### src/rtl/vc_write_buffer.sv
// vc_write_buffer: posted write-back buffer between victim cache and pmem (VCWB_COALESCE_EN merges writes into buffered lines).
// Latency: write / read-hit resp 1 cycle after the request is sampled; read miss = pmem latency + 2.
// Backpressure: writes stall while all DEPTH entries are valid; a pending read miss takes the pmem port before the next drain.
module vc_write_buffer #(
    parameter int DEPTH  = 4,
    parameter int ADDR_W = 32,
    parameter int LINE_W = 256
) (
    input  logic              clk,
    input  logic              rst_n,
    input  logic              mem_read,
    input  logic              mem_write,
    input  logic [ADDR_W-1:0] mem_address,
    input  logic [LINE_W-1:0] mem_wdata,
    output logic [LINE_W-1:0] mem_rdata,
    output logic              mem_resp,
    output logic              pmem_read,
    output logic              pmem_write,
    output logic [ADDR_W-1:0] pmem_address,
    output logic [LINE_W-1:0] pmem_wdata,
    input  logic [LINE_W-1:0] pmem_rdata,
    input  logic              pmem_resp,
    output logic              empty
);
    localparam int PTR_W = $clog2(DEPTH);
    localparam int CNT_W = $clog2(DEPTH + 1);

    typedef enum logic [1:0] {UP_IDLE, UP_RDMISS, UP_RESP} up_state_t;
    typedef enum logic [1:0] {DR_IDLE, DR_WRITE, DR_READ} dr_state_t;

    up_state_t up_state, up_next;
    dr_state_t dr_state, dr_next;

    logic              ent_vld  [DEPTH];
    logic [ADDR_W-1:0] ent_addr [DEPTH];
    logic [LINE_W-1:0] ent_dat  [DEPTH];
    logic [PTR_W-1:0]  head, tail;
    logic [CNT_W-1:0]  count;

    logic             rd_hit, wr_hit;
    logic [PTR_W-1:0] rd_idx, wr_idx, scan_idx;
    logic             up_rd, up_wr, full, push, merge, pop, miss_done;

    assign up_rd     = (up_state == UP_IDLE) && mem_read;
    assign up_wr     = (up_state == UP_IDLE) && mem_write && !mem_read;
    assign full      = (count == CNT_W'(DEPTH));
    assign merge     = up_wr && wr_hit;
    assign push      = up_wr && !wr_hit && !full;
    assign pop       = (dr_state == DR_WRITE) && pmem_resp;
    assign miss_done = (dr_state == DR_READ) && pmem_resp;

    // Scan oldest to youngest so the youngest matching entry wins.
    always_comb begin
        rd_hit   = 1'b0;
        rd_idx   = '0;
        scan_idx = '0;
        for (int i = 0; i < DEPTH; i++) begin
            scan_idx = head + PTR_W'(i);
            if (ent_vld[scan_idx] && ent_addr[scan_idx] == mem_address) begin
                rd_hit = 1'b1;
                rd_idx = scan_idx;
            end
        end
    end

`ifdef VCWB_COALESCE_EN
    logic [PTR_W-1:0] wr_scan;

    // The head being written to pmem must not change, so a match there allocates instead.
    always_comb begin
        wr_hit  = 1'b0;
        wr_idx  = '0;
        wr_scan = '0;
        for (int i = 0; i < DEPTH; i++) begin
            wr_scan = head + PTR_W'(i);
            if (ent_vld[wr_scan] && ent_addr[wr_scan] == mem_address &&
                !(dr_state == DR_WRITE && i == 0)) begin
                wr_hit = 1'b1;
                wr_idx = wr_scan;
            end
        end
    end
`else
    assign wr_hit = 1'b0;
    assign wr_idx = '0;
`endif

    always_ff @(posedge clk or negedge rst_n) begin
        if (!rst_n) begin
            up_state <= UP_IDLE;
            dr_state <= DR_IDLE;
        end else begin
            up_state <= up_next;
            dr_state <= dr_next;
        end
    end

    always_comb begin
        up_next = up_state;
        case (up_state)
            UP_IDLE: begin
                if (up_rd)
                    up_next = rd_hit ? UP_RESP : UP_RDMISS;
                else if (push || merge)
                    up_next = UP_RESP;
            end
            UP_RDMISS: if (miss_done) up_next = UP_RESP;
            UP_RESP:   up_next = UP_IDLE;
            default:   up_next = UP_IDLE;
        endcase
    end

    always_comb begin
        dr_next = dr_state;
        case (dr_state)
            DR_IDLE: begin
                if (up_state == UP_RDMISS)
                    dr_next = DR_READ;
                else if (count != '0)
                    dr_next = DR_WRITE;
            end
            DR_WRITE, DR_READ: if (pmem_resp) dr_next = DR_IDLE;
            default: dr_next = DR_IDLE;
        endcase
    end

    always_ff @(posedge clk or negedge rst_n) begin
        if (!rst_n) begin
            head         <= '0;
            tail         <= '0;
            count        <= '0;
            mem_rdata    <= '0;
            pmem_address <= '0;
            for (int i = 0; i < DEPTH; i++) ent_vld[i] <= 1'b0;
        end else begin
            if (push) begin
                ent_vld[tail] <= 1'b1;
                tail          <= tail + PTR_W'(1);
            end
            if (pop) begin
                ent_vld[head] <= 1'b0;
                head          <= head + PTR_W'(1);
            end
            case ({push, pop})
                2'b10:   count <= count + CNT_W'(1);
                2'b01:   count <= count - CNT_W'(1);
                default: count <= count;
            endcase
            if (up_rd && rd_hit)
                mem_rdata <= ent_dat[rd_idx];
            else if (miss_done)
                mem_rdata <= pmem_rdata;
            if (dr_state == DR_IDLE && dr_next == DR_READ)
                pmem_address <= mem_address;
            else if (dr_state == DR_IDLE && dr_next == DR_WRITE)
                pmem_address <= ent_addr[head];
        end
    end

    // Line storage needs no reset: ent_vld gates every use of it.
    always_ff @(posedge clk) begin
        if (push) begin
            ent_addr[tail] <= mem_address;
            ent_dat[tail]  <= mem_wdata;
        end
        if (merge)
            ent_dat[wr_idx] <= mem_wdata;
    end

    // Write data is read live from the head so a merge landing as the drain starts is still sent.
    assign pmem_wdata = pmem_write ? ent_dat[head] : '0;
    assign pmem_read  = (dr_state == DR_READ);
    assign pmem_write = (dr_state == DR_WRITE);
    assign mem_resp   = (up_state == UP_RESP);
    assign empty      = (count == '0) && (dr_state != DR_WRITE);
endmodule

### config.mk
export PLATFORM = sky130hd
export DESIGN_NAME = vc_write_buffer
export DESIGN_NICKNAME = d
export VERILOG_FILES = /design/src/rtl/vc_write_buffer.sv
export SDC_FILE = /design/constraint.sdc
export NUM_CORES = 2
export LEC_CHECK = 0
export CAP_MARGIN = 20
export CELL_PAD_IN_SITES_DETAIL_PLACEMENT = 0
export CELL_PAD_IN_SITES_GLOBAL_PLACEMENT = 1
export CORE_ASPECT_RATIO = 2
export CORE_MARGIN = 1
export CORE_UTILIZATION = 28
export CTS_CLUSTER_DIAMETER = 200
export DETAILED_ROUTE_END_ITERATION = 7
export MAX_ROUTING_LAYER = met4
export PLACE_DENSITY_LB_ADDON = 0.1
export SLEW_MARGIN = 20
export SYNTH_ARGS = -nofsm -noshare
export SYNTH_HDL_FRONTEND = slang
export SYNTH_SLANG_ARGS = --single-unit
### constraint.sdc
create_clock -name clk -period 12.15 [get_ports clk]
set_clock_uncertainty 0.05 [all_clocks]
set_input_delay 1.215 -clock clk [delete_from_list [all_inputs] [get_ports clk]]
set_output_delay 1.215 -clock clk [all_outputs]
set_load 0.02 [all_outputs]
==> metrics.yaml <==
final_layout:
  mostFrequentLayoutCell: "sky130_fd_sc_hd__edfxtp_1"
  net_count_final: 7674
  finish.utilization: 0.346
  cell_count_final_fillers_out: 11440
  most-common-layout-cells: "sky130_fd_sc_hd__edfxtp_1 (1152), sky130_fd_sc_hd__clkdlybuf4s50_1 (1094), sky130_fd_sc_hd__o221ai_1 (739), sky130_fd_sc_hd__o221a_2 (544), sky130_fd_sc_hd__a211o_1 (479)"
  final_layout_size_suffix_gt1_frac: 0.218
  flow.area_growth_from_synthesis_pct: 23.0
clock_tree:
  cts.sinks: 1455
  cts.htree.levels: 4
  clock_insertion_delay_at_the_later_pin_of_the_skew_report_ps: 890
  tritoncts.num_buffers: 167
  clock_tree_root: "sky130_fd_sc_hd__clkbuf_16"
  post_cts_resized: 0
  cts_setup_buffers: 0
  tritoncts_clock_tree: "done"
  clk_path_buf_depth: 4
  cts.hold.buffers_added: 0
  path_clk_slew_ps: 60
die:
  io_pins: 1097
  initial_utilization: 0.281
  fp.coreArea_um2: 309000
  floorplan.die.width_um: 396
  die_span_y_um: 790
  die_area_um2: 313000
  rows: 289
power:
  power.density_nw_per_um2: 223
  power.static_leakage_uw: 0.0379
  power.total_uw: 23900
  max-vdd-ir-drop_mv: 0.169
routing:
  drt-vias-per-instance: 6.24
  drc: 0
  dr_pass1_iterations: 6
  drt_iter0_drc: 6486
  num_vias: 71428
  drtAntennaViolNets: 0
  post_drt_wl_per_cell_um: 37.2
  wirelength_mm: 426
global_routing:
  remaining_global_route_overflow: 0
  pin_count_of_the_biggest_net_entering_global_routing: 148
  gr-usage-all-layers: 0.269
  first_global_vias: 70853
  grt_antenna_before_repair: 145
  grt_pass1_wl_mm: 591
critical_path:
  timing.rr.end: "mem_rdata[238]"
  worst-endpoint-arrival_ps: 9450
  worst-endpoint-required_ps: 12890
  rr_worst_depth: 16
  reg_to_reg_slack_setup_ps: 3450
  critPathKind: "reg2reg"
  worst-path-max-fanout: 101
  reg_to_reg_critical_path_startpoint: "head[0]"
  worstSetupEndpointType: "flop"
  worstSetupStartpointType: "flop"
synthesis:
  ys_async_sr_fraction: 0.208
  synth_enable_flop_cells: 1152
  postSynthNetCount: 7136
  synthesis.instances: 6573
  synthesis.yosys.warnings: 0
  seq_area_frac_synth: 0.485
  total_of_flip_flops_plus_latches_after_synthesis: 1455
  dominantRegCellSynth: "sky130_fd_sc_hd__edfxtp_1"
  synth_area_leaders: "sky130_fd_sc_hd__edfxtp_1 (40%), sky130_fd_sc_hd__mux4_2 (9.1%), sky130_fd_sc_hd__dfrtp_1 (8.7%)"
  syn-cell-area_um2: 86900
  largest_area_contributor_in_the_netlist: "sky130_fd_sc_hd__edfxtp_1"
  synthesis.area_per_instance_um2: 13.2
  synth.lib_cells_used.distinct: 70
  yosys.area.top_type_share: 0.398
place:
  hpwl_mm: 262
  portBuffers: 1096
  gp_congestion: 1.11
  placed_cells: 11016
timing:
  slew_headroom: 0.131
  setup_tns_ps: 0
  timing.final.crit_share: 0.716
  rsz0062_at_grt: "false"
  report.final.slew_viol_count: 0
  achievable-frequency_mhz: 115
  post_layout_min_period_ps: 8700
  final-setup-viol-count: 0
  tightest_slew_ps: 1300
  timing.final.hold_violations: 0
worst_hold_path:
  min-delay-path-class: "in2async"
run_status:
  status: "finished clean"
flow_run:
  cap_violations: 0
where the power goes:
group | internal, µW | switching [µW] | total [µW]
Sequential | 6160 | 739 | 6890
Combinational | 5210 | 6570 | 11800
Clock | 2930 | 2270 | 5200
cells in the mapped netlist (71+ instances only):
library cell / count
sky130_fd_sc_hd__xnor2_1: 95
sky130_fd_sc_hd__mux2i_1: 347
sky130_fd_sc_hd__a31oi_1: 259
sky130_fd_sc_hd__and3_1: 258
sky130_fd_sc_hd__a211o_1: 479
sky130_fd_sc_hd__a211oi_1: 261
sky130_fd_sc_hd__buf_1: 71
sky130_fd_sc_hd__mux4_2: 351
sky130_fd_sc_hd__o221ai_1: 739
sky130_fd_sc_hd__and2_1: 263
sky130_fd_sc_hd__edfxtp_1: 1152
sky130_fd_sc_hd__buf_2: 86
sky130_fd_sc_hd__mux2_2: 265
sky130_fd_sc_hd__dfrtp_1: 303
sky130_fd_sc_hd__clkbuf_1: 686
sky130_fd_sc_hd__o221a_2: 544
layout make-up:
| cell class | instances | area, µm² |
|---|---|---|
| Timing Repair Buffer | 1243 | 12600 |
| Antenna cell | 124 | 310 |
| Tap cell | 4074 | 5100 |
| Fill cell | 30227 | 202000 |
| Sequential cell | 1455 | 42200 |
| Clock buffer | 225 | 4570 |
| Multi-Input combinational cell | 4222 | 41300 |
| Inverter | 22 | 90.1 |
| Clock inverter | 75 | 812 |
kinds of logic after synthesis:
family	count (synthesis)	synth area share
muxes	963	0.165
buffers and inverters	896	0.0414
and+or+nand+nor	680	0.0465
AOI/OAI and AO/OA	2444	0.247
xor gates and xnor gates	121	0.0122
DFF	1455	0.485
adders and majority gates	14	0.00210
registers in the layout, summed over array words and instances (netlist names):
signal        cells
ent_addr        128
pmem_address     32
count             3
up_state          2
ent_vld           4
tail              2
head              2
ent_dat        1024
dr_state          2
mem_rdata       256
worst max path at each step:
stage                        start             end
after floorplan           mem_read  ent_addr[0][0]
after global placement     head[0]  mem_rdata[115]
after detailed placement   head[0]  mem_rdata[115]
after CTS                  head[0]  mem_rdata[115]
after global routing       head[0]    mem_rdata[0]
final                      head[0]  mem_rdata[238]
critical path: stages, from the launching register on:
cell and delay, ps:
sky130_fd_sc_hd__dfrtp_4 960, sky130_fd_sc_hd__inv_8 380, sky130_fd_sc_hd__ha_4 850, sky130_fd_sc_hd__buf_4 690, sky130_fd_sc_hd__mux4_2 420, sky130_fd_sc_hd__xor2_1 170
sky130_fd_sc_hd__nor4_1 860, sky130_fd_sc_hd__nand3_1 330, sky130_fd_sc_hd__nor2_4 580, sky130_fd_sc_hd__buf_4 620, sky130_fd_sc_hd__a2111oi_4 160, sky130_fd_sc_hd__buf_4 350
sky130_fd_sc_hd__buf_4 400, sky130_fd_sc_hd__buf_12 330, sky130_fd_sc_hd__a2111oi_0 470, sky130_fd_sc_hd__o21ai_0 150, sky130_fd_sc_hd__a31oi_1 180
metrics by stage:
stage | hold WS [ps] | cell area, µm² | worst slack (ps)
CTS | 226 | 107000 | 3510
global route | 251 | 107000 | 3220
detailed placement | 426 | 101000 | 3560
floorplan | 428 | 86900 | 2900
finish | 256 | 107000 | 3450
global placement | 421 | 101000 | 3590
layer usage:
| layer | global-route usage | wire (µm) | up-vias |
|---|---|---|---|
| met5 | - | 0 | - |
| met4 | 0.0820 | 13800 | 0 |
| met3 | 0.0722 | 37500 | 461 |
| met2 | 0.437 | 205000 | 3396 |
| met1 | 0.323 | 169000 | 37863 |
| li1 | - | - | 29708 |
No activity file was read; power rests on OpenSTA's default activity.
